$ cat src/rtl/mips_pkg.sv
// Shared constants for the MIPS multicycle control path: opcodes, functs,
// ALU operation codes (also used by the ALU), mux selects and FSM states.
package mips_pkg;

  // Primary opcodes, instr[31:26]
  localparam logic [5:0] OP_RTYPE = 6'b000000;
  localparam logic [5:0] OP_LW    = 6'b100011;
  localparam logic [5:0] OP_SW    = 6'b101011;
  localparam logic [5:0] OP_BEQ   = 6'b000100;
  localparam logic [5:0] OP_ADDI  = 6'b001000;
  localparam logic [5:0] OP_J     = 6'b000010;

  // R-type function codes, instr[5:0]
  localparam logic [5:0] FN_ADD = 6'b100000;
  localparam logic [5:0] FN_SUB = 6'b100010;
  localparam logic [5:0] FN_AND = 6'b100100;
  localparam logic [5:0] FN_OR  = 6'b100101;
  localparam logic [5:0] FN_XOR = 6'b100110;
  localparam logic [5:0] FN_NOR = 6'b100111;
  localparam logic [5:0] FN_SLT = 6'b101010;

  // ALU operation codes; the supported functs carry their op code in bits [3:0]
  localparam logic [3:0] ALU_ADD = 4'b0000;
  localparam logic [3:0] ALU_SUB = 4'b0010;
  localparam logic [3:0] ALU_AND = 4'b0100;
  localparam logic [3:0] ALU_OR  = 4'b0101;
  localparam logic [3:0] ALU_XOR = 4'b0110;
  localparam logic [3:0] ALU_NOR = 4'b0111;
  localparam logic [3:0] ALU_SLT = 4'b1010;

  // Coarse ALU request from the FSM to the ALU decoder
  localparam logic [1:0] ALUOP_ADD   = 2'b00;
  localparam logic [1:0] ALUOP_SUB   = 2'b01;
  localparam logic [1:0] ALUOP_FUNCT = 2'b10;

  // ALU B-operand select
  localparam logic [1:0] SRCB_RT      = 2'b00;
  localparam logic [1:0] SRCB_FOUR    = 2'b01;
  localparam logic [1:0] SRCB_IMM     = 2'b10;
  localparam logic [1:0] SRCB_IMM_SH2 = 2'b11;

  // PC source select
  localparam logic [1:0] PCSRC_ALU    = 2'b00;
  localparam logic [1:0] PCSRC_ALUOUT = 2'b01;
  localparam logic [1:0] PCSRC_JUMP   = 2'b10;

  // Control FSM states; codes 12..15 are unreachable and recover to FETCH
  typedef enum logic [3:0] {
    S_FETCH    = 4'd0,
    S_DECODE   = 4'd1,
    S_MEMADR   = 4'd2,
    S_MEMRD    = 4'd3,
    S_MEMWB    = 4'd4,
    S_MEMWR    = 4'd5,
    S_EXECUTE  = 4'd6,
    S_ALUWB    = 4'd7,
    S_BRANCH   = 4'd8,
    S_ADDIEXEC = 4'd9,
    S_ADDIWB   = 4'd10,
    S_JUMP     = 4'd11
  } state_e;

  // True for every opcode the control unit knows how to sequence
  function automatic logic is_supported_op(input logic [5:0] op);
    return (op == OP_RTYPE) || (op == OP_LW) || (op == OP_SW) ||
           (op == OP_BEQ)   || (op == OP_ADDI) || (op == OP_J);
  endfunction

endpackage

$ cat src/rtl/alu_decoder.sv
// Combinational ALU decoder: turns the FSM's coarse ALU request and the
// instruction funct field into the 4-bit ALU operation, flagging unknown functs.
module alu_decoder
  import mips_pkg::*;
(
  input  logic [1:0] alu_op_i,
  input  logic [5:0] funct_i,
  output logic [3:0] alu_control_o,
  output logic       funct_illegal_o
);

  // Select the ALU operation; an unknown funct falls back to ADD
  always_comb begin
    alu_control_o   = ALU_ADD;
    funct_illegal_o = 1'b0;
    case (alu_op_i)
      ALUOP_ADD: alu_control_o = ALU_ADD;
      ALUOP_SUB: alu_control_o = ALU_SUB;
      ALUOP_FUNCT: begin
        case (funct_i)
          FN_ADD, FN_SUB, FN_AND, FN_OR, FN_XOR, FN_NOR, FN_SLT:
            alu_control_o = funct_i[3:0];
          default: begin
            alu_control_o   = ALU_ADD;
            funct_illegal_o = 1'b1;
          end
        endcase
      end
      default: alu_control_o = ALU_ADD;
    endcase
  end

endmodule

$ cat src/rtl/mips_multicycle_control.sv
// Multicycle MIPS control unit: sequences fetch/decode/execute/memory/writeback,
// drives the datapath enables and the ALU operation, and consumes the Zero flag.
module mips_multicycle_control
  import mips_pkg::*;
(
  input  logic       CLK,
  input  logic       RESET,
  input  logic [5:0] Opcode,
  input  logic [5:0] Funct,
  input  logic       Zero,
  output logic [3:0] ALUControl,
  output logic       IorD,
  output logic       MemWrite,
  output logic       IRWrite,
  output logic       RegDst,
  output logic       MemtoReg,
  output logic       RegWrite,
  output logic       ALUSrcA,
  output logic [1:0] ALUSrcB,
  output logic [1:0] PCSrc,
  output logic       PCEn,
  output logic       Illegal
);

  state_e     state_q;
  state_e     state_d;

  logic [1:0] alu_op;
  logic [3:0] alu_ctl;
  logic       funct_illegal;

  logic       iord_raw;
  logic       memwrite_raw;
  logic       irwrite_raw;
  logic       regdst_raw;
  logic       memtoreg_raw;
  logic       regwrite_raw;
  logic       alusrca_raw;
  logic [1:0] alusrcb_raw;
  logic [1:0] pcsrc_raw;
  logic       pc_write;
  logic       branch;
  logic       op_illegal;
  logic       gate_off;

  alu_decoder u_alu_decoder (
    .alu_op_i        (alu_op),
    .funct_i         (Funct),
    .alu_control_o   (alu_ctl),
    .funct_illegal_o (funct_illegal)
  );

  // State register; reset returns to FETCH from any state, even mid-instruction
  always_ff @(posedge CLK) begin
    if (RESET) begin
      state_q <= S_FETCH;
    end else begin
      state_q <= state_d;
    end
  end

  // Next-state sequencing; opcode/funct are only consulted once the IR is stable
  always_comb begin
    state_d = S_FETCH;
    case (state_q)
      S_FETCH: state_d = S_DECODE;
      S_DECODE: begin
        case (Opcode)
          OP_LW, OP_SW: state_d = S_MEMADR;
          OP_RTYPE:     state_d = S_EXECUTE;
          OP_BEQ:       state_d = S_BRANCH;
          OP_ADDI:      state_d = S_ADDIEXEC;
          OP_J:         state_d = S_JUMP;
          default:      state_d = S_FETCH;
        endcase
      end
      S_MEMADR:   state_d = (Opcode == OP_SW) ? S_MEMWR : S_MEMRD;
      S_MEMRD:    state_d = S_MEMWB;
      S_MEMWB:    state_d = S_FETCH;
      S_MEMWR:    state_d = S_FETCH;
      // A bad funct abandons the instruction without writing back
      S_EXECUTE:  state_d = funct_illegal ? S_FETCH : S_ALUWB;
      S_ALUWB:    state_d = S_FETCH;
      S_BRANCH:   state_d = S_FETCH;
      S_ADDIEXEC: state_d = S_ADDIWB;
      S_ADDIWB:   state_d = S_FETCH;
      S_JUMP:     state_d = S_FETCH;
      default:    state_d = S_FETCH;
    endcase
  end

  // Per-state datapath controls before reset gating; unlisted controls stay 0
  always_comb begin
    alu_op       = ALUOP_ADD;
    iord_raw     = 1'b0;
    memwrite_raw = 1'b0;
    irwrite_raw  = 1'b0;
    regdst_raw   = 1'b0;
    memtoreg_raw = 1'b0;
    regwrite_raw = 1'b0;
    alusrca_raw  = 1'b0;
    alusrcb_raw  = SRCB_RT;
    pcsrc_raw    = PCSRC_ALU;
    pc_write     = 1'b0;
    branch       = 1'b0;
    op_illegal   = 1'b0;
    case (state_q)
      S_FETCH: begin
        irwrite_raw = 1'b1;
        alusrcb_raw = SRCB_FOUR;
        pc_write    = 1'b1;
      end
      S_DECODE: begin
        // Branch target is computed speculatively into ALUOut
        alusrcb_raw = SRCB_IMM_SH2;
        op_illegal  = !is_supported_op(Opcode);
      end
      S_MEMADR: begin
        alusrca_raw = 1'b1;
        alusrcb_raw = SRCB_IMM;
      end
      S_MEMRD: begin
        iord_raw = 1'b1;
      end
      S_MEMWB: begin
        // Address stays on ALUOut so the read data is held through writeback
        iord_raw     = 1'b1;
        memtoreg_raw = 1'b1;
        regwrite_raw = 1'b1;
      end
      S_MEMWR: begin
        iord_raw     = 1'b1;
        memwrite_raw = 1'b1;
      end
      S_EXECUTE: begin
        alu_op      = ALUOP_FUNCT;
        alusrca_raw = 1'b1;
      end
      S_ALUWB: begin
        regdst_raw   = 1'b1;
        regwrite_raw = 1'b1;
      end
      S_BRANCH: begin
        alu_op      = ALUOP_SUB;
        alusrca_raw = 1'b1;
        pcsrc_raw   = PCSRC_ALUOUT;
        branch      = 1'b1;
      end
      S_ADDIEXEC: begin
        alusrca_raw = 1'b1;
        alusrcb_raw = SRCB_IMM;
      end
      S_ADDIWB: begin
        regwrite_raw = 1'b1;
      end
      S_JUMP: begin
        pcsrc_raw = PCSRC_JUMP;
        pc_write  = 1'b1;
      end
      default: ;
    endcase
  end

  // While reset is held only the FETCH decode may reach the datapath
  always_comb begin
    gate_off   = RESET && (state_q != S_FETCH);
    ALUControl = gate_off ? ALU_ADD   : alu_ctl;
    IorD       = gate_off ? 1'b0      : iord_raw;
    MemWrite   = gate_off ? 1'b0      : memwrite_raw;
    IRWrite    = gate_off ? 1'b0      : irwrite_raw;
    RegDst     = gate_off ? 1'b0      : regdst_raw;
    MemtoReg   = gate_off ? 1'b0      : memtoreg_raw;
    RegWrite   = gate_off ? 1'b0      : regwrite_raw;
    ALUSrcA    = gate_off ? 1'b0      : alusrca_raw;
    ALUSrcB    = gate_off ? SRCB_RT   : alusrcb_raw;
    PCSrc      = gate_off ? PCSRC_ALU : pcsrc_raw;
    PCEn       = gate_off ? 1'b0      : (pc_write | (branch & Zero));
    Illegal    = gate_off ? 1'b0      : (op_illegal | funct_illegal);
  end

endmodule

$ cat config.mk
export PLATFORM = sky130hd
export DESIGN_NAME = mips_multicycle_control
export DESIGN_NICKNAME = d
export VERILOG_FILES = /design/src/rtl/mips_pkg.sv /design/src/rtl/alu_decoder.sv /design/src/rtl/mips_multicycle_control.sv
export SDC_FILE = /design/constraint.sdc
export NUM_CORES = 1
export LEC_CHECK = 0
export CAP_MARGIN = 15
export CORE_MARGIN = 2
export CORE_UTILIZATION = 41
export CTS_BUF_LIST = sky130_fd_sc_hd__clkbuf_16
export DETAILED_ROUTE_END_ITERATION = 8
export PLACE_DENSITY = 0.89
export RECOVER_POWER = 100
export SYNTH_ARGS = -nofsm -noshare
export SYNTH_HDL_FRONTEND = slang
export SYNTH_SLANG_ARGS = --single-unit
$ cat constraint.sdc
create_clock -name CLK -period 2.11 [get_ports CLK]
set_input_delay 0.211 -clock CLK [delete_from_list [all_inputs] [get_ports CLK]]
set_output_delay 0.211 -clock CLK [all_outputs]
set_load 0.02 [all_outputs]
# After elaboration in Yosys (flattened, before gate mapping)
# Index checks and enable logic that the tools add are counted.
# word_totals
reg_bits	4
latch_bits	0
mem_bits_rw	0
mem_bits_ro	0
inputBits	15
out_inout_bits	17
word_cells	79
memories	0
# op_classes
add_sub_neg	0
multipliers	0
div_mod_pow	0
n_lt_le_gt_ge	0
n_eq_ne	25
n_shift	0
muxes	33
bitwise	3
n_reduce_logical	17
# ops
operator	count
== test 6 bit (second input constant)	9
one-hot mux 4 bit (6 select lines)	1
two-way mux 1 bit	21
one-hot mux 4 bit (5 select lines)	1
== test 4 x 3 -> 1 bit (second input constant)	4
== test 4 bit (second input constant)	4
== test 4 x 2 -> 1 bit (second input constant)	2
two-way mux 4 bit	2
one-hot mux 2 bit (2 select lines)	2
one-hot mux 4 bit (2 select lines)	1
OR reduction 7 bit	1
== test 6 x 2 -> 1 bit (second input constant)	1
== test 6 x 3 -> 1 bit (second input constant)	1
== test 6 x 4 -> 1 bit (second input constant)	1
zero test 6 bit	1
two-way mux 3 bit	2
one-hot mux 2 bit (3 select lines)	1
OR reduction 2 bit	3
OR reduction 3 bit	2
logical OR 1 bit	5
== test 4 x 1 -> 1 bit (second input constant)	1
zero test 4 bit	1
two-way mux 2 bit	2
nonzero test 4 bit	1
7 further kinds	8

# Longest topological paths before layout
# logic_depth
word_depth	10
mapped_depth	9
depth_no_buf	8

# Hierarchy
# A second synthesis with hierarchy kept.
# hier_totals
hier_cells	100
area_unflattened_um2	699.4
# modules_own_cells
module	instances	cells_per_inst	area_per_inst_um2	seq_area_each_um2
mips_multicycle_control	1	81	563.0	80.1
alu_decoder	1	19	136.4	0.0

# Worst setup path after synthesis
# No wires, ideal clock.
# synth_path
path_type	reg2out
startpoint	register state_q[0]
endpoint	output port ALUControl[3]
arrival_ps	1790
required_ps	1899
path_slack_ps	109
stages_incl_launch_ff	8
path_buffers	1
path_cell_list	dfxtp_1 > buf_6 > nand2b_4 > nor2_1 > ha_1 > nand2_1 > or4_1 > nor3_1
# synth_via
elab_chain_cells	5
word_cells_on_any_way	9
classes_between	eq/ne: 4; mux: 3; reduce/logical: 2
# synth_lines
element	line_no	source
start, declared	mips_multicycle_control.sv:25	state_e state_q;
start signal, assigned	mips_multicycle_control.sv:58	state_q <= state_d;
== test 4 bit / == test 4 x 3 -> 1 bit (equally long branches)	mips_multicycle_control.sv:107	case (state_q)
one-hot mux 2 bit (2 select lines)	mips_multicycle_control.sv:107	
== test 2 bit / == test 2 x 1 -> 1 bit (equally long branches)	alu_decoder.sv:16	case (alu_op_i)
one-hot mux 4 bit (2 select lines)	alu_decoder.sv:16	
two-way mux 4 bit *	mips_multicycle_control.sv:167	ALUControl = gate_off ? ALU_ADD : alu_ctl;
end, declared	mips_multicycle_control.sv:11	output logic [3:0] ALUControl,
# Mark *: on every way between the ends. The rest lies on a longest branch, timed or not.

# Worst setup path in the final report
# layout_path
startpoint	register state_q[2]
endpoint	output port ALUControl[3]
# Same word-level chain as after synthesis.

==> impl_metrics.json <==
{
  "status": "completed",
  "cp_max_fo": 3,
  "remaining_drc_errors": 0,
  "reg2reg_from": "state_q[2]",
  "design.portCount": 32,
  "areaGrowthSynthToFinish_pct": 81.4,
  "syn_nets": 109,
  "num_vias": 937,
  "grtUsageTotal_pct": 26.3,
  "grt_max_degree": 15,
  "fmax_ghz": 0.492,
  "worstHoldEndpoint": "state_q[2]",
  "max_flop_register": "state_q",
  "start_kind": "flop",
  "slew_viol_final": 0,
  "ir_drop_mv": 0.291,
  "buffer_ports.inserted": 31,
  "ff2ff_setup_slack_ns": 0.52,
  "p_total_uw": 542,
  "rsz0062_at_grt": "no",
  "synth_xor_area_share_pct": 2.46,
  "postPlaceCellArea_um2": 1190,
  "r2r_end": "state_q[1]",
  "reg_top3": "state_q (4)",
  "synth_top_area_cell": "dfxtp_1",
  "cts_tree": "yes",
  "largest_reg_flops": 4,
  "gp_congestion": 0.853,
  "hold_path_class": "flop to flop",
  "synth-seq-cells": 4,
  "min_period_ns": 2.03,
  "setup_violations": 0,
  "clock_skew_ns": 0.00556,
  "finalCritPeriodShare_pct": 96.3,
  "synth.area.mux_share_pct": 3.69,
  "core.rowCount": 15,
  "antenna_cells": 0,
  "finalSetupTns_ns": 0,
  "min_from": "state_q[0]",
  "ys_seq_area_share_pct": 11.2,
  "yosys_warnings": 0,
  "routed_wl_um": 2510,
  "avgRoutedWirePerCell_um": 15.0,
  "clkSlewWorstSetupHoldPaths_ns": 0.03,
  "worstMarginPinSlew_ns": 0.409,
  "yosys.area_share.simple_pct": 43.8,
  "cap_violations": 0,
  "coreArea_um2": 1670,
  "worstSetupEndpointType": "output port",
  "avgSynthCellArea_um2": 7.74,
  "critPathArrivalTime_ns": 1.82,
  "via_per_inst": 5.61,
  "cts_max_level": 1,
  "synth.area.top_cells": "dfxtp_1, nor3_1, nand2b_4",
  "die_width_um": 45.7,
  "grt-ovfl-total": 0,
  "rr_worst_depth": 8,
  "yosysUniqueCellTypes": 44,
  "place_inst": 161,
  "synth_top_family_by_area": "simple AND/OR/NAND/NOR gates",
  "antenna_found_initial": 0,
  "ctsLongestPathBuffers": 2,
  "cts_buffers": 3,
  "syn_inst": 92,
  "synth.cell_area_um2": 712,
  "final_cells": 167,
  "fin_area_um2": 1290,
  "first_iter_violations": 8,
  "finalHoldViolations": 0,
  "critPathRequiredTime_ns": 1.90,
  "chipHeight_um": 45.7,
  "synth-compound-area-share_pct": 26.4,
  "root_buffer": "clkbuf_16",
  "die_area_um2": 2090,
  "clock_sinks": 4,
  "worst-setup-path-type": "flop to output port",
  "clkLatencyLatePin_ns": 0.23,
  "max-slew-margin-rel_pct": 72.4,
  "leakage_nw": 0.530,
  "fill_cells": 110,
  "post-dp-hpwl_um": 1830,
  "drive_above_1_share_pct": 40.7,
  "grt_pass1_wl_um": 3940,
  "first_pass_iters": 4,
  "whs_path_depth": 3,
  "synth-adder-area-share_pct": 3.51,
  "final_antenna_net_count": 0,
  "synth_top_area_share_pct": 11.2,
  "power.density_nw_per_um2": 419,
  "grt_pass1_vias": 926,
  "ctsHoldBuffers": 0,
  "nNetsFinal": 169,
  "start_util_pct": 42.6
}
==> per-stage QoR <==
step / util (%) / hold slack, ns / worst slack (ns)
after global routing: 77.3 / 0.680 / 0.0202
after CTS: 79.0 / 0.634 / 0.000774
after global placement: 71.5 / 0.659 / -0.190
final: 77.3 / 0.640 / 0.0771
after detailed placement: 71.5 / 0.665 / -0.230
after floorplan: - / 0.419 / 0.109
==> worst max-delay path, cell delays in order, from the launching register on <==
cell	delay [ns]
dfxtp_2	0.37
nand2b_4	0.16
nor3_4	0.04
inv_2	0.08
ha_4	0.14
nand2_1	0.05
or4_1	0.40
nor3_1	0.16
clkbuf_2	0.20
==> cell usage after synthesis, drive strengths merged <==
library cell / number
or4: 1
a21o: 1
inv: 5
buf: 5
mux2: 2
nand3: 2
or2: 1
and3: 2
xnor2: 1
a211oi: 1
and4bb: 1
nand3b: 1
nand2: 3
o22a: 2
o21ai: 5
nor2: 12
or3: 1
a41o: 1
a31oi: 3
xor2: 1
nor4: 3
o21a: 2
nand2b: 8
a22oi: 1
nor3: 13
a21oi: 2
ha: 2
o21bai: 1
a2111oi: 2
a21boi: 1
dfxtp: 4
nor2b: 1
o211ai: 1
==> worst max path at each step <==
stage / start / to / slack, ns / depth (start not counted)
floorplan: state_q[0] / ALUControl[3] / 0.11 / 7
global placement: Funct[1] / ALUControl[3] / -0.19 / 5
detailed placement: state_q[3] / ALUControl[1] / -0.23 / 8
CTS: state_q[0] / ALUControl[2] / 0.0008 / 7
global route: state_q[2] / PCSrc[1] / 0.02 / 5
finish: state_q[2] / ALUControl[3] / 0.08 / 8
==> timing repair <==
| action | in CTS | in global routing |
|---|---|---|
| resized for setup | 38 | 6 |
| buffers inserted | 3 | 0 |
| setup endpoints to repair | 10 | 7 |
| pin swaps | 2 | 1 |
==> power breakdown <==
| part | internal (mW) | switching, mW | leakage [nW] |
|---|---|---|---|
| Sequential | 0.0791 | 0.00394 | 0.0343 |
| Clock | 0.243 | 0.0603 | 0.0370 |
| Combinational | 0.0798 | 0.0756 | 0.459 |
==> metal layers <==
| layer | global-route usage (%) | vias up | routed length (um) |
|---|---|---|---|
| met5 | 0 | - | 0 |
| met4 | 8.24 | 0 | 35 |
| met3 | 5.95 | 6 | 157 |
| met2 | 47.3 | 36 | 1320 |
| met1 | 30.3 | 434 | 992 |
| li1 | - | 461 | - |
==> kinds of logic after synthesis <==
group	Yosys count
AND/OR/NAND/NOR	49
AO/OA/AOI/OAI	23
buffers and inverters	10
flip-flops	4
XOR/XNOR	2
multiplexers	2
adder cells (fa/ha/maj)	2
==> area by class of cell <==
| type | instances | area (um2) | area share, % |
|---|---|---|---|
| sequential | 4 | 85.1 | 6.59 |
| multi-input combinational | 78 | 604 | 46.8 |
| timing repair buffer | 60 | 487 | 37.7 |
| tap | 17 | 21.3 | 1.65 |
| clock buffer | 3 | 75.1 | 5.81 |
| inverter | 5 | 18.8 | 1.45 |
==> cell usage in the layout (no fill, tap or decap), types with 4 or more instances in the layout <==
| cell | netlist | layout |
|---|---|---|
| buf_4 | 1 | 27 |
| clkbuf_2 | 0 | 5 |
| clkdlybuf4s50_1 | 0 | 15 |
| dfxtp_2 | 0 | 4 |
| dlygate4sd2_1 | 0 | 4 |
| dlygate4sd3_1 | 0 | 4 |
| nand2b_1 | 4 | 4 |
| nand2b_4 | 3 | 4 |
| nor2_1 | 11 | 10 |
| nor3_1 | 12 | 11 |
| o21ai_0 | 4 | 5 |
Power figures use the tool's default switching activity.
